[config.mk]
export PLATFORM = sky130hd
export DESIGN_NAME = stage3_mem_flat
export DESIGN_NICKNAME = d
export VERILOG_FILES = /design/src/rtl/stage3_mem_pkg.sv /design/src/rtl/stage3_mem_if.sv /design/src/rtl/stage3_mem_seq.sv /design/src/rtl/stage3_mem.sv /design/src/flat_wrapper.sv
export SDC_FILE = /design/constraint.sdc
export NUM_CORES = 1
export LEC_CHECK = 0
export CORE_UTILIZATION = 42
export DETAILED_ROUTE_END_ITERATION = 16
export DONT_BUFFER_PORTS = 1
export SLEW_MARGIN = 30
export SYNTH_ARGS = -nofsm -noshare
export SYNTH_HDL_FRONTEND = slang
export SYNTH_SLANG_ARGS = --single-unit
[constraint.sdc]
create_clock -name ram_clk -period 3.51 [get_ports ram_clk]
set_input_delay 0.351 -clock ram_clk [delete_from_list [all_inputs] [get_ports ram_clk]]
set_output_delay 0.351 -clock ram_clk [all_outputs]
set_load 0.01 [all_outputs]
[src/rtl/stage3_mem_pkg.sv]
// Shared definitions for the stage3 memory-access stage: FSM encoding,
// request opcodes and default widths.
package stage3_mem_pkg;

    localparam int ADDR_W_DEF = 16;
    localparam int DATA_W_DEF = 16;

    // Opcodes the fetch/decode stage uses to form memory requests
    localparam logic [7:0] OPCODE_READRAM8   = 8'd1;
    localparam logic [7:0] OPCODE_JUMPMINUS  = 8'd2;
    localparam logic [7:0] OPCODE_WRITERAM8  = 8'd3;
    localparam logic [7:0] OPCODE_READRAM16  = 8'd4;

    typedef enum logic [2:0] {
        ST_IDLE     = 3'd0,
        ST_RD_ISSUE = 3'd1,
        ST_RD_CAP   = 3'd2,
        ST_WR_BYTE  = 3'd3,
        ST_RESP     = 3'd4
    } state_t;

    // A wide access starting on an odd byte address
    function automatic logic is_misaligned(input logic wide, input logic addr_lsb);
        return wide & addr_lsb;
    endfunction

endpackage

[src/rtl/stage3_mem_if.sv]
// Request/response channel between the fetch/decode stage (master) and
// the memory-access stage (slave).
interface stage3_mem_if
    import stage3_mem_pkg::*;
#(
    parameter int ADDR_W = ADDR_W_DEF,
    parameter int DATA_W = DATA_W_DEF
) ();

    logic              req_valid;
    logic              req_ready;
    logic              req_write;
    logic              req_wide;
    logic [ADDR_W-1:0] req_address;
    logic [DATA_W-1:0] req_wdata;
    logic              rsp_valid;
    logic              rsp_ready;
    logic [DATA_W-1:0] rsp_rdata;
    logic              rsp_error;

    modport master (
        output req_valid, req_write, req_wide, req_address, req_wdata, rsp_ready,
        input  req_ready, rsp_valid, rsp_rdata, rsp_error
    );

    modport slave (
        input  req_valid, req_write, req_wide, req_address, req_wdata, rsp_ready,
        output req_ready, rsp_valid, rsp_rdata, rsp_error
    );

endinterface

[src/rtl/stage3_mem_seq.sv]
// Byte sequencer for stage3_mem: latches the request, walks one or two
// bytes from the base address (wrapping modulo 2^ADDR_W), steers store
// bytes onto the RAM data bus and assembles load bytes little-endian.
module stage3_mem_seq #(
    parameter int ADDR_W = 16,
    parameter int DATA_W = 16
) (
    input  logic              clk_i,
    input  logic              rst_n_i,
    input  logic              accept_i,
    input  logic [ADDR_W-1:0] addr_i,
    input  logic              wide_i,
    input  logic [DATA_W-1:0] wdata_i,
    input  logic              cap_i,
    input  logic              adv_i,
    input  logic              we_i,
    input  logic [7:0]        ram_rdata_i,
    output logic [ADDR_W-1:0] ram_addr_o,
    output logic [7:0]        ram_wdata_o,
    output logic [DATA_W-1:0] rdata_o,
    output logic              last_o
);

    logic [ADDR_W-1:0] base_q;
    logic              cnt_q;
    logic              wide_q;
    logic [DATA_W-1:0] wdata_q;
    logic [7:0]        byte0_q;
    logic [7:0]        byte1_q;

    // Request latch, byte counter and load-byte capture
    always_ff @(posedge clk_i or negedge rst_n_i) begin
        if (!rst_n_i) begin
            base_q  <= '0;
            cnt_q   <= 1'b0;
            wide_q  <= 1'b0;
            wdata_q <= '0;
            byte0_q <= 8'h00;
            byte1_q <= 8'h00;
        end else if (accept_i) begin
            base_q  <= addr_i;
            cnt_q   <= 1'b0;
            wide_q  <= wide_i;
            // upper byte is dropped for narrow stores so it can never leak out
            wdata_q <= wide_i ? wdata_i : {8'h00, wdata_i[7:0]};
            byte0_q <= 8'h00;
            byte1_q <= 8'h00;
        end else begin
            if (cap_i) begin
                if (cnt_q) byte1_q <= ram_rdata_i;
                else       byte0_q <= ram_rdata_i;
            end
            if (adv_i) cnt_q <= 1'b1;
        end
    end

    // Address holds base+counter, so it keeps its last value while idle
    assign ram_addr_o  = base_q + {{(ADDR_W-1){1'b0}}, cnt_q};
    assign ram_wdata_o = we_i ? (cnt_q ? wdata_q[15:8] : wdata_q[7:0]) : 8'h00;
    assign rdata_o     = {byte1_q, byte0_q};
    assign last_o      = ~wide_q | cnt_q;

endmodule

[src/rtl/stage3_mem.sv]
// Memory-access stage: accepts one load/store per handshake, runs it as
// one or two byte accesses on a byte-wide synchronous RAM, and returns
// data or a write acknowledge on the response channel.
// Optional macro STAGE3_MEM_ALIGN_CHECK_EN: wide requests at odd addresses
// skip the RAM and respond immediately with rsp_error=1.
//
// state       | meaning
// ST_IDLE     | waiting for a request, req_ready high
// ST_RD_ISSUE | RAM address driven for the current load byte
// ST_RD_CAP   | RAM data valid, captured at end of cycle
// ST_WR_BYTE  | write enable high for the current store byte
// ST_RESP     | response held until rsp_ready
module stage3_mem
    import stage3_mem_pkg::*;
#(
    parameter int ADDR_W = ADDR_W_DEF,
    parameter int DATA_W = DATA_W_DEF
) (
    input  logic              ram_clk,
    input  logic              rst,
    stage3_mem_if.slave       bus,
    output logic [ADDR_W-1:0] ram_address,
    output logic              ram_write_enable,
    output logic [7:0]        ram_data_in,
    input  logic [7:0]        ram_data_out,
    output logic              busy
);

    state_t state_q;
    state_t state_d;
    logic   write_q;
    logic   accept;
    logic   cap;
    logic   adv;
    logic   last;

    assign accept = (state_q == ST_IDLE) && bus.req_valid;

`ifdef STAGE3_MEM_ALIGN_CHECK_EN
    logic misalign;
    logic err_q;

    assign misalign = is_misaligned(bus.req_wide, bus.req_address[0]);

    // Error flag latched per request, held through the response
    always_ff @(posedge ram_clk or negedge rst) begin
        if (!rst)        err_q <= 1'b0;
        else if (accept) err_q <= misalign;
    end

    assign bus.rsp_error = err_q;
`else
    assign bus.rsp_error = 1'b0;
`endif

    // FSM state register
    always_ff @(posedge ram_clk or negedge rst) begin
        if (!rst) state_q <= ST_IDLE;
        else      state_q <= state_d;
    end

    // Store/load flag captured at acceptance
    always_ff @(posedge ram_clk or negedge rst) begin
        if (!rst)        write_q <= 1'b0;
        else if (accept) write_q <= bus.req_write;
    end

    // Next-state logic
    always_comb begin
        state_d = state_q;
        unique case (state_q)
            ST_IDLE: begin
                if (accept) begin
                    if (bus.req_write) state_d = ST_WR_BYTE;
                    else               state_d = ST_RD_ISSUE;
`ifdef STAGE3_MEM_ALIGN_CHECK_EN
                    if (misalign) state_d = ST_RESP;
`endif
                end
            end
            ST_RD_ISSUE: state_d = ST_RD_CAP;
            ST_RD_CAP:   state_d = last ? ST_RESP : ST_RD_ISSUE;
            ST_WR_BYTE:  state_d = last ? ST_RESP : ST_WR_BYTE;
            ST_RESP:     if (bus.rsp_ready) state_d = ST_IDLE;
            default:     state_d = ST_IDLE;
        endcase
    end

    // State-decoded outputs and sequencer controls
    always_comb begin
        bus.req_ready    = (state_q == ST_IDLE);
        bus.rsp_valid    = (state_q == ST_RESP);
        ram_write_enable = (state_q == ST_WR_BYTE);
        busy             = (state_q != ST_IDLE);
        cap              = (state_q == ST_RD_CAP);
        adv              = ((state_q == ST_RD_CAP) || (state_q == ST_WR_BYTE)) && !last;
    end

    stage3_mem_seq #(
        .ADDR_W(ADDR_W),
        .DATA_W(DATA_W)
    ) u_seq (
        .clk_i       (ram_clk),
        .rst_n_i     (rst),
        .accept_i    (accept),
        .addr_i      (bus.req_address),
        .wide_i      (bus.req_wide),
        .wdata_i     (bus.req_wdata),
        .cap_i       (cap),
        .adv_i       (adv),
        .we_i        (ram_write_enable),
        .ram_rdata_i (ram_data_out),
        .ram_addr_o  (ram_address),
        .ram_wdata_o (ram_data_in),
        .rdata_o     (bus.rsp_rdata),
        .last_o      (last)
    );

    // write_q records the access direction for the response path; loads
    // and stores are already distinguished by the FSM state they run in
    logic unused_write;
    assign unused_write = write_q;

endmodule
[src/flat_wrapper.sv]
// flat-port wrapper written by rule: the top's interface ports become plain ports
module stage3_mem_flat import stage3_mem_pkg::*;
#(
    parameter int ADDR_W = ADDR_W_DEF,
    parameter int DATA_W = DATA_W_DEF
)
  (ram_clk, rst, ram_address, ram_write_enable, ram_data_in, ram_data_out, busy, bus_req_valid, bus_req_write, bus_req_wide, bus_req_address, bus_req_wdata, bus_rsp_ready, bus_req_ready, bus_rsp_valid, bus_rsp_rdata, bus_rsp_error);
  stage3_mem_if #(.ADDR_W(ADDR_W), .DATA_W(DATA_W)) bus_i ();
  input  logic ram_clk;
  input  logic rst;
  output logic [ADDR_W-1:0] ram_address;
  output logic ram_write_enable;
  output logic [7:0] ram_data_in;
  input  logic [7:0] ram_data_out;
  output logic busy;
  input wire logic [$bits(bus_i.req_valid)-1:0] bus_req_valid;
  input wire logic [$bits(bus_i.req_write)-1:0] bus_req_write;
  input wire logic [$bits(bus_i.req_wide)-1:0] bus_req_wide;
  input wire logic [$bits(bus_i.req_address)-1:0] bus_req_address;
  input wire logic [$bits(bus_i.req_wdata)-1:0] bus_req_wdata;
  input wire logic [$bits(bus_i.rsp_ready)-1:0] bus_rsp_ready;
  output wire logic [$bits(bus_i.req_ready)-1:0] bus_req_ready;
  output wire logic [$bits(bus_i.rsp_valid)-1:0] bus_rsp_valid;
  output wire logic [$bits(bus_i.rsp_rdata)-1:0] bus_rsp_rdata;
  output wire logic [$bits(bus_i.rsp_error)-1:0] bus_rsp_error;
  assign bus_i.req_valid = bus_req_valid;
  assign bus_i.req_write = bus_req_write;
  assign bus_i.req_wide = bus_req_wide;
  assign bus_i.req_address = bus_req_address;
  assign bus_i.req_wdata = bus_req_wdata;
  assign bus_i.rsp_ready = bus_rsp_ready;
  assign bus_req_ready = bus_i.req_ready;
  assign bus_rsp_valid = bus_i.rsp_valid;
  assign bus_rsp_rdata = bus_i.rsp_rdata;
  assign bus_rsp_error = bus_i.rsp_error;
  stage3_mem #(.ADDR_W(ADDR_W), .DATA_W(DATA_W)) u_core (.ram_clk(ram_clk), .rst(rst), .bus(bus_i), .ram_address(ram_address), .ram_write_enable(ram_write_enable), .ram_data_in(ram_data_in), .ram_data_out(ram_data_out), .busy(busy));
endmodule
==> flow_metrics.py <==
metrics = {
    "outcome": {
        "outcome": "completed",
    },
    "routing": {
        "vias": 1633,
        "drt_iter0_markers": 54,
        "first_pass_iters": 4,
        "avgRoutedWirePerCell_um": 16.4,
        "drtAntennaViolNets": 0,
        "vias_per_cell": 5.28,
        "wl_um": 5070,
        "drc": 0,
    },
    "critical_path": {
        "end_kind": "output pin",
        "worstSetupStartpoint": "u_core.u_seq.cnt_q",
        "regToRegSetupSlack_ns": 1.62,
        "r2r_end": "u_core.u_seq.wdata_q[3]",
        "r2r_start": "u_core.state_q[1]",
        "arrival_ns": 2.40,
        "path_class": "flip-flop to output pin",
        "crit_fanout": 14,
        "endpoint": "ram_address[14]",
        "rr_worst_depth": 2,
        "cp-start-kind": "flip-flop",
        "cp.required_ns": 3.16,
    },
    "cells_and_area": {
        "design_area_sq_um": 2810,
        "nets": 281,
        "area_delta_synth_final_pct": 5.35,
        "antenna_cells": 0,
        "drive_above_1_share": 0.167,
    },
    "timing": {
        "setup-violations-final": 0,
        "tns_ns": 0,
        "rsz0062_at_grt": "false",
        "fmax_ghz": 0.363,
        "hold_viol": 0,
        "min_period_ns": 2.76,
        "maxSlewHeadroom": 0.443,
        "fin_crit_sh": 0.785,
        "skew_ns": 0.00509,
        "drv_slew": 0,
        "tightestPinTransition_ns": 0.833,
    },
    "logic_synthesis": {
        "synth_nets": 286,
        "netlist_area_sq_um": 2670,
        "yosys_warnings": 0,
        "synth_cells": 238,
        "ys_seq_elements": 53,
        "syn_area_per_cell_sq_um": 11.2,
        "ys_seq_area_frac": 0.497,
        "post_synth_num_cell_types": 33,
    },
    "die": {
        "initial_utilization": 0.442,
        "core.rowCount": 28,
        "die_w_um": 81.7,
        "ios": 91,
        "coreArea_sq_um": 6030,
        "die_area_sq_um": 6670,
        "die_h_um": 81.7,
    },
    "clock_tree": {
        "clock_latency_ns": 0.30,
        "cts_hold_buf": 2,
        "clockBufferDepth": 2,
        "htree_levels": 2,
        "cts_tree": "done",
        "cts-resized-gates": 0,
        "cts_buffers": 5,
        "post_cts_buffers": 0,
        "cts_sinks": 53,
        "cts_root_buf": "clkbuf_8",
        "cts.clk_slew.worst_paths_ns": 0.10,
    },
    "min_path": {
        "hp-class": "input pin to flip-flop",
        "worstHoldStart": "ram_data_out[1]",
    },
    "global_routing": {
        "grt_pass1_vias": 1605,
        "grt_antenna_before_repair": 0,
        "overflow": 0,
        "grt_max_degree": 54,
        "grt_pass1_wl_um": 7960,
        "grt_usage": 0.158,
    },
    "power_and_ir_drop": {
        "ir_worst_vdd_uv": 416,
        "cellPowerDensity_nw_per_um2": 915,
        "leakagePower_nw": 1.30,
    },
    "placement": {
        "place_congestion": 0.711,
        "dp_hpwl_um": 3440,
        "placement.io_buffers": 0,
        "dpl_cell_area_sq_um": 2650,
    },
    "job": {
        "cap_violations": 0,
    },
}
[flip-flops by register name, summed over array words and instances, names as in the netlist]
signal and count:
u_core.u_seq.wide_q 1, u_core.state_q 3, u_core.u_seq.cnt_q 1, u_core.u_seq.base_q 16
u_core.u_seq.byte0_q 8, u_core.u_seq.byte1_q 8, u_core.u_seq.wdata_q 16
[critical path, stage by stage, from the launching register on]
cell and delay [ns]:
dfrtp_1 0.75, ha_1 0.28, ha_1 0.23, nand3_1 0.18, nor4_1 0.36, xor2_1 0.30
[Yosys cell counts]
master     number  share of area
or4b_4          1         0.0052
or4b_2          1         0.0038
nor2b_1         2         0.0047
buf_4           1         0.0028
and3_1          1         0.0023
a22oi_1         1         0.0028
mux2i_1        16          0.060
and2_1          2         0.0047
nor4b_2         1         0.0056
xnor2_1         4          0.013
mux2_4         24           0.14
nor3_1          3         0.0056
inv_1           4         0.0056
a22o_1          1         0.0033
buf_1           2         0.0028
buf_2           6          0.011
nand4_1         3         0.0070
nand3_1         6          0.011
buf_6           3          0.013
nor2_1         24          0.034
nand2_1        37          0.052
dfrtp_1        53           0.50
a2bb2oi_1       1         0.0033
xor2_1         10          0.033
clkbuf_1        1         0.0014
mux2_2          1         0.0042
nor4bb_1        1         0.0038
conb_1          1         0.0014
a21oi_1        10          0.019
nor4_1          5          0.012
ha_1            2         0.0094
buf_12          2          0.015
o21ai_0         8          0.015
[through the flow]
step	setup slack, ns	hold slack, ns	instances	total power, mW	utilization
floorplan	1.71	0.0554	238	2.03	-
global placement	1.06	0.0562	299	2.12	0.440
detailed placement	1.03	0.0563	299	2.15	0.440
CTS	0.676	0.151	309	2.60	0.466
global route	0.550	0.156	309	2.75	0.466
finish	0.754	0.163	309	2.57	0.466
[worst min-delay path by stage]
stage                     cells after the start                      end
final                                         2  u_core.u_seq.byte0_q[1]
after global routing                          2  u_core.u_seq.byte0_q[7]
after CTS                                     2  u_core.u_seq.byte0_q[2]
after detailed placement                      0  u_core.u_seq.byte1_q[2]
after global placement                        0  u_core.u_seq.byte1_q[2]
after floorplan                               0        u_core.state_q[0]
[where the power goes]
group	internal, mW	switching (mW)
Clock	0.232	0.201
Sequential	0.886	0.314
Combinational	0.490	0.447
[cell usage in the layout (no fill, tap or decap), types with 4 or more instances in the layout]
master / netlist / routed
xor2_1: 10 / 10
nor4_1: 5 / 5
nor2_1: 24 / 24
mux2i_1: 16 / 16
a21oi_1: 10 / 10
nand3_1: 6 / 6
inv_1: 4 / 4
o21ai_0: 8 / 8
xnor2_1: 4 / 4
mux2_4: 24 / 24
nand2_1: 37 / 37
dfrtp_1: 53 / 53
clkbuf_8: 0 / 6
[final cells by class]
cell class	instances	area (sq um)
Sequential cell	53	1330
Inverter	4	15.0
Fill cell	581	3220
Tap cell	75	93.8
Multi-Input combinational cell	166	1210
Timing Repair Buffer	3	45.0
Clock buffer	6	82.6
Clock inverter	2	37.5
[cell families (layout without fill, tap and decap cells)]
logic type	count (synthesis)	count (layout)	share of synthesized area
AOI/OAI and AO/OA	21	21	0.0432
xor gates and xnor gates	14	14	0.0460
adders and majority gates	2	2	0.00938
buffers and inverters	19	15	0.0516
DFF	53	53	0.497
muxes	41	41	0.199
other	1	1	0.00141
and+or+nand+nor	87	87	0.152
[layer usage]
layer  vias up  share of wire  global-route usage
li1        793              -                   -
met1       773           0.46               0.204
met2        60           0.45               0.246
met3         7          0.085              0.0589
met4         0          0.014              0.0491
met5         -              0                   0
Note: power is estimated with default switching activity, not from simulation.
